**src/rtl/fetch_stage.sv**
```systemverilog
// ----------------------------------------------------------------------------
// fetch_stage
//
// Instruction-fetch stage sitting directly in front of Instruction_memory.
// Holds the PC, presents it as the memory byte address, and captures the
// returned little-endian word into a fetch/decode register that is handed to
// decode with a valid/ready handshake. A taken branch redirects the PC and
// flushes the held word. Fetch halts when the PC leaves the legal range.
//
// Ports
//   clk        in   1              rising-edge clock
//   reset      in   1              synchronous, active-high
//   IMEM_ADDR  out  ADDR_WIDTH     byte address to instruction memory (= PC)
//   IMEM_RD    in   BYTE_SIZE*8    word returned by memory, same cycle
//   BR_TAKEN   in   1              redirect request from execute
//   BR_TARGET  in   ADDR_WIDTH     redirect byte address (low 2 bits ignored)
//   READY_D    in   1              decode accepts the held instruction
//   VALID_D    out  1              INSTR_D / PC_D / PCPLUS8_D are valid
//   INSTR_D    out  BYTE_SIZE*8    fetched instruction
//   PC_D       out  ADDR_WIDTH     address of INSTR_D
//   PCPLUS8_D  out  ADDR_WIDTH     PC_D + 8
//   HALTED     out  1              fetch stopped, PC beyond last legal word
//   FETCH_CNT  out  32             instructions loaded into INSTR_D since reset
// ----------------------------------------------------------------------------
module fetch_stage #(
    parameter int                    ADDR_WIDTH = 32,
    parameter int                    BYTE_SIZE  = 4,
    parameter int                    MEM_BYTES  = 4096,
    parameter logic [ADDR_WIDTH-1:0] RESET_PC   = '0
) (
    input  logic                     clk,
    input  logic                     reset,
    output logic [ADDR_WIDTH-1:0]    IMEM_ADDR,
    input  logic [BYTE_SIZE*8-1:0]   IMEM_RD,
    input  logic                     BR_TAKEN,
    input  logic [ADDR_WIDTH-1:0]    BR_TARGET,
    input  logic                     READY_D,
    output logic                     VALID_D,
    output logic [BYTE_SIZE*8-1:0]   INSTR_D,
    output logic [ADDR_WIDTH-1:0]    PC_D,
    output logic [ADDR_WIDTH-1:0]    PCPLUS8_D,
    output logic                     HALTED,
    output logic [31:0]              FETCH_CNT
);

    typedef enum logic {
        RUN  = 1'b0,
        HALT = 1'b1
    } state_t;

    // Range limit held one bit wider than the PC so PC+BYTE_SIZE carrying out
    // of ADDR_WIDTH is still seen as out of range instead of wrapping to 0.
    localparam logic [ADDR_WIDTH:0] C_LAST_PC = (ADDR_WIDTH+1)'(MEM_BYTES - BYTE_SIZE);
    localparam logic [ADDR_WIDTH:0] C_STEP    = (ADDR_WIDTH+1)'(BYTE_SIZE);

    state_t                   r_state;
    logic [ADDR_WIDTH-1:0]    r_pc;
    logic                     r_valid;
    logic [BYTE_SIZE*8-1:0]   r_instr;
    logic [ADDR_WIDTH-1:0]    r_pc_d;
    logic [ADDR_WIDTH-1:0]    r_pcplus8;
    logic [31:0]              r_fetch_cnt;

    logic                     w_advance;
    logic [ADDR_WIDTH:0]      w_pc_next_wide;
    logic                     w_pc_next_ok;
    logic [ADDR_WIDTH-1:0]    w_br_pc;
    logic                     w_br_ok;

    // Load a new word when the register is empty or its word leaves this cycle.
    assign w_advance      = (r_state == RUN) && (!r_valid || READY_D);

    assign w_pc_next_wide = {1'b0, r_pc} + C_STEP;
    assign w_pc_next_ok   = (w_pc_next_wide <= C_LAST_PC);

    assign w_br_pc        = {BR_TARGET[ADDR_WIDTH-1:2], 2'b00};
    assign w_br_ok        = ({1'b0, w_br_pc} <= C_LAST_PC);

    // NOTE: every register below is written with <= so all of them update from
    // the same pre-edge values; blocking assignments here would let later
    // statements see half-updated state and break simulation/synthesis match.
    always_ff @(posedge clk) begin
        if (reset) begin
            r_state     <= RUN;
            r_pc        <= RESET_PC;
            r_valid     <= 1'b0;
            r_instr     <= '0;
            r_pc_d      <= '0;
            r_pcplus8   <= '0;
            r_fetch_cnt <= '0;
        end else if (BR_TAKEN) begin
            // Flush: the held word is dropped, nothing is captured this edge.
            r_pc    <= w_br_pc;
            r_valid <= 1'b0;
            r_state <= w_br_ok ? RUN : HALT;
        end else if (r_state == RUN) begin
            if (w_advance) begin
                r_instr     <= IMEM_RD;
                r_pc_d      <= r_pc;
                r_pcplus8   <= r_pc + ADDR_WIDTH'(8);
                r_valid     <= 1'b1;
                r_fetch_cnt <= r_fetch_cnt + 32'd1;
                r_pc        <= w_pc_next_wide[ADDR_WIDTH-1:0];
                r_state     <= w_pc_next_ok ? RUN : HALT;
            end
            // Otherwise decode is stalling: everything holds.
        end else begin
            // HALT: PC frozen, the last captured word may still drain.
            if (r_valid && READY_D) begin
                r_valid <= 1'b0;
            end
        end
    end

    assign IMEM_ADDR = r_pc;
    assign VALID_D   = r_valid;
    assign INSTR_D   = r_instr;
    assign PC_D      = r_pc_d;
    assign PCPLUS8_D = r_pcplus8;
    assign HALTED    = (r_state == HALT);
    assign FETCH_CNT = r_fetch_cnt;

endmodule
```
**config.mk**
```make
export PLATFORM = sky130hd
export DESIGN_NAME = fetch_stage
export DESIGN_NICKNAME = d
export VERILOG_FILES = /design/src/rtl/fetch_stage.sv
export SDC_FILE = /design/constraint.sdc
export NUM_CORES = 1
export LEC_CHECK = 0
export ABC_CLOCK_PERIOD_IN_PS = 3500
export BUFFER_PORTS_ARGS = -buffer_cell sky130_fd_sc_hd__buf_2
export CAP_MARGIN = 25
export CORE_MARGIN = 4
export CORE_UTILIZATION = 40
export CTS_CLUSTER_DIAMETER = 30
export DETAILED_ROUTE_END_ITERATION = 12
export PLACE_DENSITY = 0.65
export SYNTH_ARGS = -nofsm -noshare
export SYNTH_HDL_FRONTEND = slang
export SYNTH_SLANG_ARGS = --single-unit
```
**constraint.sdc**
```tcl
create_clock -name clk -period 3.5 [get_ports clk]
set_clock_uncertainty 0.15 [all_clocks]
set_input_delay 0.175 -clock clk [delete_from_list [all_inputs] [get_ports clk]]
set_output_delay 0.175 -clock clk [all_outputs]
set_load 0.05 [all_outputs]
```
==> qor.txt, run 1 <==
status - finished clean
Crit Path Max Fanout - 8
Gate Count Post-Synth - 904
CTS sink cnt - 155
GP Congestion - 0.899
antenna viol nets, final - 0
yosys warns - 0
Die X - 144 um
Crit Path Class - flop to flop
# H-tree levels - 4
fin nets - 1223
Worst-Skew Late Latency - 0.43 ns
Cell variety after synth - 57
Avg WL per Cell - 15.9 um
aggregate global routing overflow - 0
Die Y-Extent - 144 um
max_cap viols - 0
IO Pins - 230
LEAKAGE - 0.00403 uW
post-CTS setup buffers - 0
Clock Pin Slew Worst Setup and Hold Paths - 0.07 ns
Routed WL - 22.2 mm
Via density - 5.15
core area - 0.0180 mm2
Setup Total Neg Slack - 0 ns
cts repair resizes - 0
FF+latch count, synth - 155
Final Hold Viols - 0
CTS tree - done
Non-Filler Instances - 1393
fin crit period - 2.85 ns
unrepaired setup endpoints after global routing - no
PwrDens - 464 mW/mm2
layout cell share with drive strength beyond 1 - 24.9%
# diodes - 0
largest cells by area after synthesis - dfxtp_1, nand2_1, xor2_1, nor2_1, a21oi_1
area fraction of the dominant cell type after synthesis - 42.2%
placed cell count - 1298
Slew Limit Fails - 0
effective utilization at floorplan - 40.8%
final hold slack - 0.107 ns
Initial DRC Count - 496
Setup violations, final - 0
final instance area - 0.00965 mm2
Synth Cell Area - 0.00736 mm2
first-pass GRT wire length - 34.6 mm
clk root buf - clkbuf_16
DR vias - 7171
num rows - 49
Total Power - 4470 uW
largest net degree at the start of global routing - 83
crit start category - flop
DPL Wire Length - 15.3 mm
sequential area share after synthesis - 42.2%
syn avg cell area - 8.14 um2
Peak Freq - 350 MHz
Top FF cell, synth - dfxtp_1
total die area - 0.0206 mm2
type of the most critical hold path - primary input to flop
Remaining DRCs - 0
CP required - 3.65 ns
ys async rst share - 0%
Yosys top cell by area - dfxtp_1
PortBufs - 221
DP Area - 0.00845 mm2
VDD IR max - 0.000349 V
Post-synth EDFFs - 0
Slew headroom - 32.4%
Tightest Pin Transition - 1.01 ns
CTS Buf Count - 17
vias in the first global route - 6587
Longest Clk Path Bufs - 2
CP Data Arrival Time - 3.00 ns
DRT Pass-1 Iters - 6
initial antenna violation count - 0
All-Layer GR Usage - 20.9%
fin crit share - 81.6%
Area growth syn-to-layout - 31.1%
CP Capture Type - flop
## power breakdown
part | switching [uW] | total [uW] | internal, uW
sequential | 91.7 | 1930 | 1840
combinational | 525 | 753 | 228
clock | 797 | 1790 | 992
total | 1410 | 4470 | 3060
## repair_timing
item                                    in CTS  in global routing
hold buffers                                63                  0
endpoints found under the setup margin       0                  0
hold endpoints to repair                    63                  0
## cell usage after synthesis (4+ instances only)
cell	count
a211oi_1	38
a21oi_1	77
a221oi_1	5
a311oi_1	4
and3_1	12
and4_1	8
buf_1	4
buf_4	8
buf_6	15
clkbuf_1	47
clkbuf_8	4
dfxtp_1	155
ha_1	4
inv_1	5
mux2i_1	6
nand2_1	181
nand3_1	29
nand4_1	20
nor2_1	106
nor3_1	13
nor4_1	14
o21ai_0	8
or3_1	7
xnor2_1	39
xor2_1	46
## layout make-up
cell class                      count  area (um2)
Clock buffer                       17         425
Clock inverter                     15         143
Fill cell                        1738        8380
Inverter                            5        18.8
Multi-Input combinational cell    668        3770
Sequential cell                   155        3100
Tap cell                          229         287
Timing Repair Buffer              304        1900
## worst max-delay path: stages (launching register included)
cell and delay, ns:
dfxtp_1 0.49, ha_1 0.27, nand3_2 0.17, or4_1 0.71, nor3_1 0.46, nand3_1 0.13, a32oi_1 0.21, a41oi_1 0.12
## layer usage
metal	wire, um	up-vias	track usage (%)
met1	10100	3325	28.5
met3	1470	26	3.96
met4	341	0	6.64
met5	0	-	0
li1	-	3576	-
met2	10300	244	33.7
## per-stage QoR
stage / worst slack [ns] / utilization (%)
global placement: 0.717 / 46.9
CTS: 0.675 / 53.5
floorplan: 0.591 / -
finish: 0.646 / 53.5
global route: 0.445 / 53.5
detailed placement: 0.693 / 46.9
## flip-flops by register name, indices dropped and copies added, names as in the netlist
name and flops:
FETCH_CNT 32, HALTED 1, PC_D 30, VALID_D 1, INSTR_D 32, PCPLUS8_D 29
IMEM_ADDR 30
## final timing paths
check	cells after the start	from	slack, ns	to
setup / recovery	7	IMEM_ADDR[2]$_SDFFE_PP0P_	0.65	HALTED$_SDFF_PP0_
hold / removal	3	BR_TAKEN	0.11	VALID_D$_SDFFE_PP0P_
setup reg to reg	7	IMEM_ADDR[2]$_SDFFE_PP0P_	0.65	HALTED$_SDFF_PP0_
hold reg to reg	2	INSTR_D[1]$_SDFFE_PP0P_	0.30	INSTR_D[1]$_SDFFE_PP0P_
## cell families after synthesis
logic type / count (synthesis) / synth area share, %
adder cells (fa/ha/maj): 4 / 0.680
XOR/XNOR: 85 / 10.1
buffers and inverters: 86 / 6.99
other: 1 / 0.0510
AO/OA/AOI/OAI: 147 / 12.4
flip-flops: 155 / 42.2
multiplexers: 6 / 0.816
AND/OR/NAND/NOR: 420 / 26.8
## cells in the final DEF, fill, tap and decap left out, types with 4 or more instances in the layout
cell and n:
buf_2 220, nand2_1 180, dfxtp_1 155, nor2_1 105, a21oi_1 77, dlygate4sd3_1 63
xor2_1 46, xnor2_1 39, a211oi_1 38, nand3_1 29, nand4_1 20, buf_4 20
clkbuf_16 17, nor4_1 14, nor3_1 13, and3_1 12, and4_1 8, o21ai_0 8
or3_1 7, mux2i_1 6, conb_1 6, inv_1 5, a221oi_1 5, a311oi_1 4
ha_1 4, clkinvlp_4 4, inv_6 4
Power figures use the tool's default switching activity.
==> run 2, diff against run 1 <==
--- a/config.mk
+++ b/config.mk
@@ -5,14 +5,14 @@
 export SDC_FILE = /design/constraint.sdc
 export NUM_CORES = 1
 export LEC_CHECK = 0
-export ABC_CLOCK_PERIOD_IN_PS = 3500
+export ABC_CLOCK_PERIOD_IN_PS = 2300
 export BUFFER_PORTS_ARGS = -buffer_cell sky130_fd_sc_hd__buf_2
 export CAP_MARGIN = 25
 export CORE_MARGIN = 4
 export CORE_UTILIZATION = 40
 export CTS_CLUSTER_DIAMETER = 30
 export DETAILED_ROUTE_END_ITERATION = 12
-export PLACE_DENSITY = 0.65
+export PLACE_DENSITY = 0.68
 export SYNTH_ARGS = -nofsm -noshare
 export SYNTH_HDL_FRONTEND = slang
 export SYNTH_SLANG_ARGS = --single-unit
==> constraint.sdc (replaced) <==
create_clock -name clk -period 2.3 [get_ports clk]
set_clock_uncertainty 0.15 [all_clocks]
set_input_delay 0.115 -clock clk [delete_from_list [all_inputs] [get_ports clk]]
set_output_delay 0.115 -clock clk [all_outputs]
set_load 0.05 [all_outputs]
==> run 2 against run 1 <==
Against the previous run:
- power is 57% higher
- largest power group unchanged
- sequential share of layout area is 1.5 points lower
- core utilization is 3.9 points higher
- combinational power is 69% higher
- critical path depth is 1 higher
- non-clock buffer count is 56 higher
- clock-buffer cell count is 1 higher
- register-to-register slack worse by 0.64 ns
==> qor.txt, run 2 (synthesis gave the netlist of run 1 again) <==
status - finished clean
final hold slack - 0.0882 ns
Reg-to-Reg Start - IMEM_ADDR[4]$_SDFFE_PP0P_
Setup crit start - IMEM_ADDR[4]$_SDFFE_PP0P_
critical path's largest stage delay - 0.40 ns
cells along the critical path - ha_1, nand4_1, nor3_1, buf_4, nand2_1, xnor2_1, nor4_2, a41oi_1
GP Congestion - 0.950
Peak Freq - 435 MHz
most frequent cells in the layout - buf_2, nand2_1, dfxtp_1
fin nets - 1279
core area - 0.0180 mm2
PortBufs - 221
CP max stage cell - dfxtp_4
VDD IR max - 0.000525 V
aggregate global routing overflow - 0
fin crit share - 99.9%
Clock Pin Slew Worst Setup and Hold Paths - 0.08 ns
CP Capture Type - flop
PwrDens - 677 mW/mm2
layout cell share with drive strength beyond 1 - 32.4%
All-Layer GR Usage - 22.8%
CP required - 2.45 ns
Total Power - 7010 uW
Slew Limit Fails - 0
antenna viol nets, final - 0
DPL Wire Length - 16.5 mm
R2R setup slack - 0.003 ns
Fill cells - 1637
Longest Clk Path Bufs - 2
unrepaired setup endpoints after global routing - yes
num rows - 49
max_cap viols - 0
Via density - 5.17
Avg WL per Cell - 16.5 um
largest net degree at the start of global routing - 50
Crit Path Class - flop to flop
Worst Hold Endpoint - IMEM_ADDR[26]$_SDFFE_PP0P_
DRT Pass-1 Iters - 5
Routed WL - 23.9 mm
effective utilization at floorplan - 40.8%
DR vias - 7497
CTS Buf Count - 17
Area growth syn-to-layout - 40.8%
Remaining DRCs - 0
vias in the first global route - 7191
# H-tree levels - 4
total die area - 0.0206 mm2
CP Data Arrival Time - 2.45 ns
initial antenna violation count - 0
# diodes - 0
Setup violations, final - 0
crit path buf inv count - 1
worst reg2reg path depth - 8
Die X - 144 um
Initial DRC Count - 497
type of the most critical hold path - primary input to flop
CTS tree - done
most common cell after layout, fill and taps aside - buf_2
LEAKAGE - 0.00442 uW
clk root buf - clkbuf_16
Die Y-Extent - 144 um
hold_sp - BR_TAKEN
IO Pins - 230
Final Hold Viols - 0
Crit Path Max Fanout - 7
critical path's top delay family - simple AND/OR/NAND/NOR gates
CTS sink cnt - 155
Slew headroom - 53.1%
Worst-Skew Late Latency - 0.43 ns
FF-to-FF End - HALTED$_SDFF_PP0_
fin crit period - 2.30 ns
Tightest Pin Transition - 0.703 ns
crit start category - flop
cell depth of the worst min-delay path - 4
first-pass GRT wire length - 37.5 mm
-- run 2: area by class of cell --
class | instances | area, um2 | area share [%]
Inverter | 5 | 18.8 | 0.181
Clock inverter | 14 | 149 | 1.44
Timing Repair Buffer | 360 | 2390 | 23.1
Sequential cell | 155 | 3180 | 30.7
Clock buffer | 18 | 439 | 4.24
Multi-Input combinational cell | 668 | 3890 | 37.6
Tap cell | 229 | 287 | 2.77
-- run 2: repair_timing --
| action | CTS | global route |
|---|---|---|
| endpoints found under the setup margin | 1 | 7 |
| pin swaps | 0 | 14 |
| cloned | 0 | 0 |
| setup buffers | 0 | 4 |
| gates resized for setup | 0 | 12 |
| hold endpoints to repair | 72 | 0 |
| hold buffers | 64 | 0 |
-- run 2: where the power goes --
group	switching (uW)	total, uW	internal (uW)
sequential	97.4	2900	2800
clock	1270	2840	1570
combinational	869	1270	406
-- run 2: routing by layer --
layer / vias to the layer above / wire [um] / share of wire (%) / global-route usage, %
met5: - / 0 / 0 / 0
met4: 0 / 524 / 2.2 / 6.79
met3: 44 / 1610 / 6.7 / 4.59
met2: 259 / 11200 / 47 / 37.7
met1: 3503 / 10500 / 44 / 30.4
li1: 3691 / - / - / -
-- run 2: worst max path at each step --
stage,depth (start not counted),to
final,8,HALTED$_SDFF_PP0_
after global routing,8,HALTED$_SDFF_PP0_
after CTS,8,HALTED$_SDFF_PP0_
after detailed placement,8,HALTED$_SDFF_PP0_
after global placement,8,HALTED$_SDFF_PP0_
after floorplan,8,HALTED$_SDFF_PP0_
-- run 2: metrics by stage --
| step | TNS (ns) | instance area, um2 | util [%] | cells | setup WS (ns) |
|---|---|---|---|---|---|
| after CTS | -0.00398 | 10300 | 56.9 | 1445 | -0.00398 |
| after floorplan | -0.161 | 7520 | - | 909 | -0.0469 |
| after global placement | 0 | 9030 | 50.1 | 1349 | 0.00358 |
| final | 0 | 10400 | 57.5 | 1449 | 0.00302 |
| after global routing | -0.365 | 10400 | 57.5 | 1449 | -0.138 |
| after detailed placement | 0 | 9030 | 50.1 | 1349 | 0.00585 |
-- run 2: worst reg2reg max path, cell delays in order (launching register included) --
cell and delay, ns:
dfxtp_4 0.40, ha_1 0.21, nand4_1 0.21, nor3_1 0.33
buf_4 0.21, nand2_1 0.07, xnor2_1 0.19, nor4_2 0.28
a41oi_1 0.13
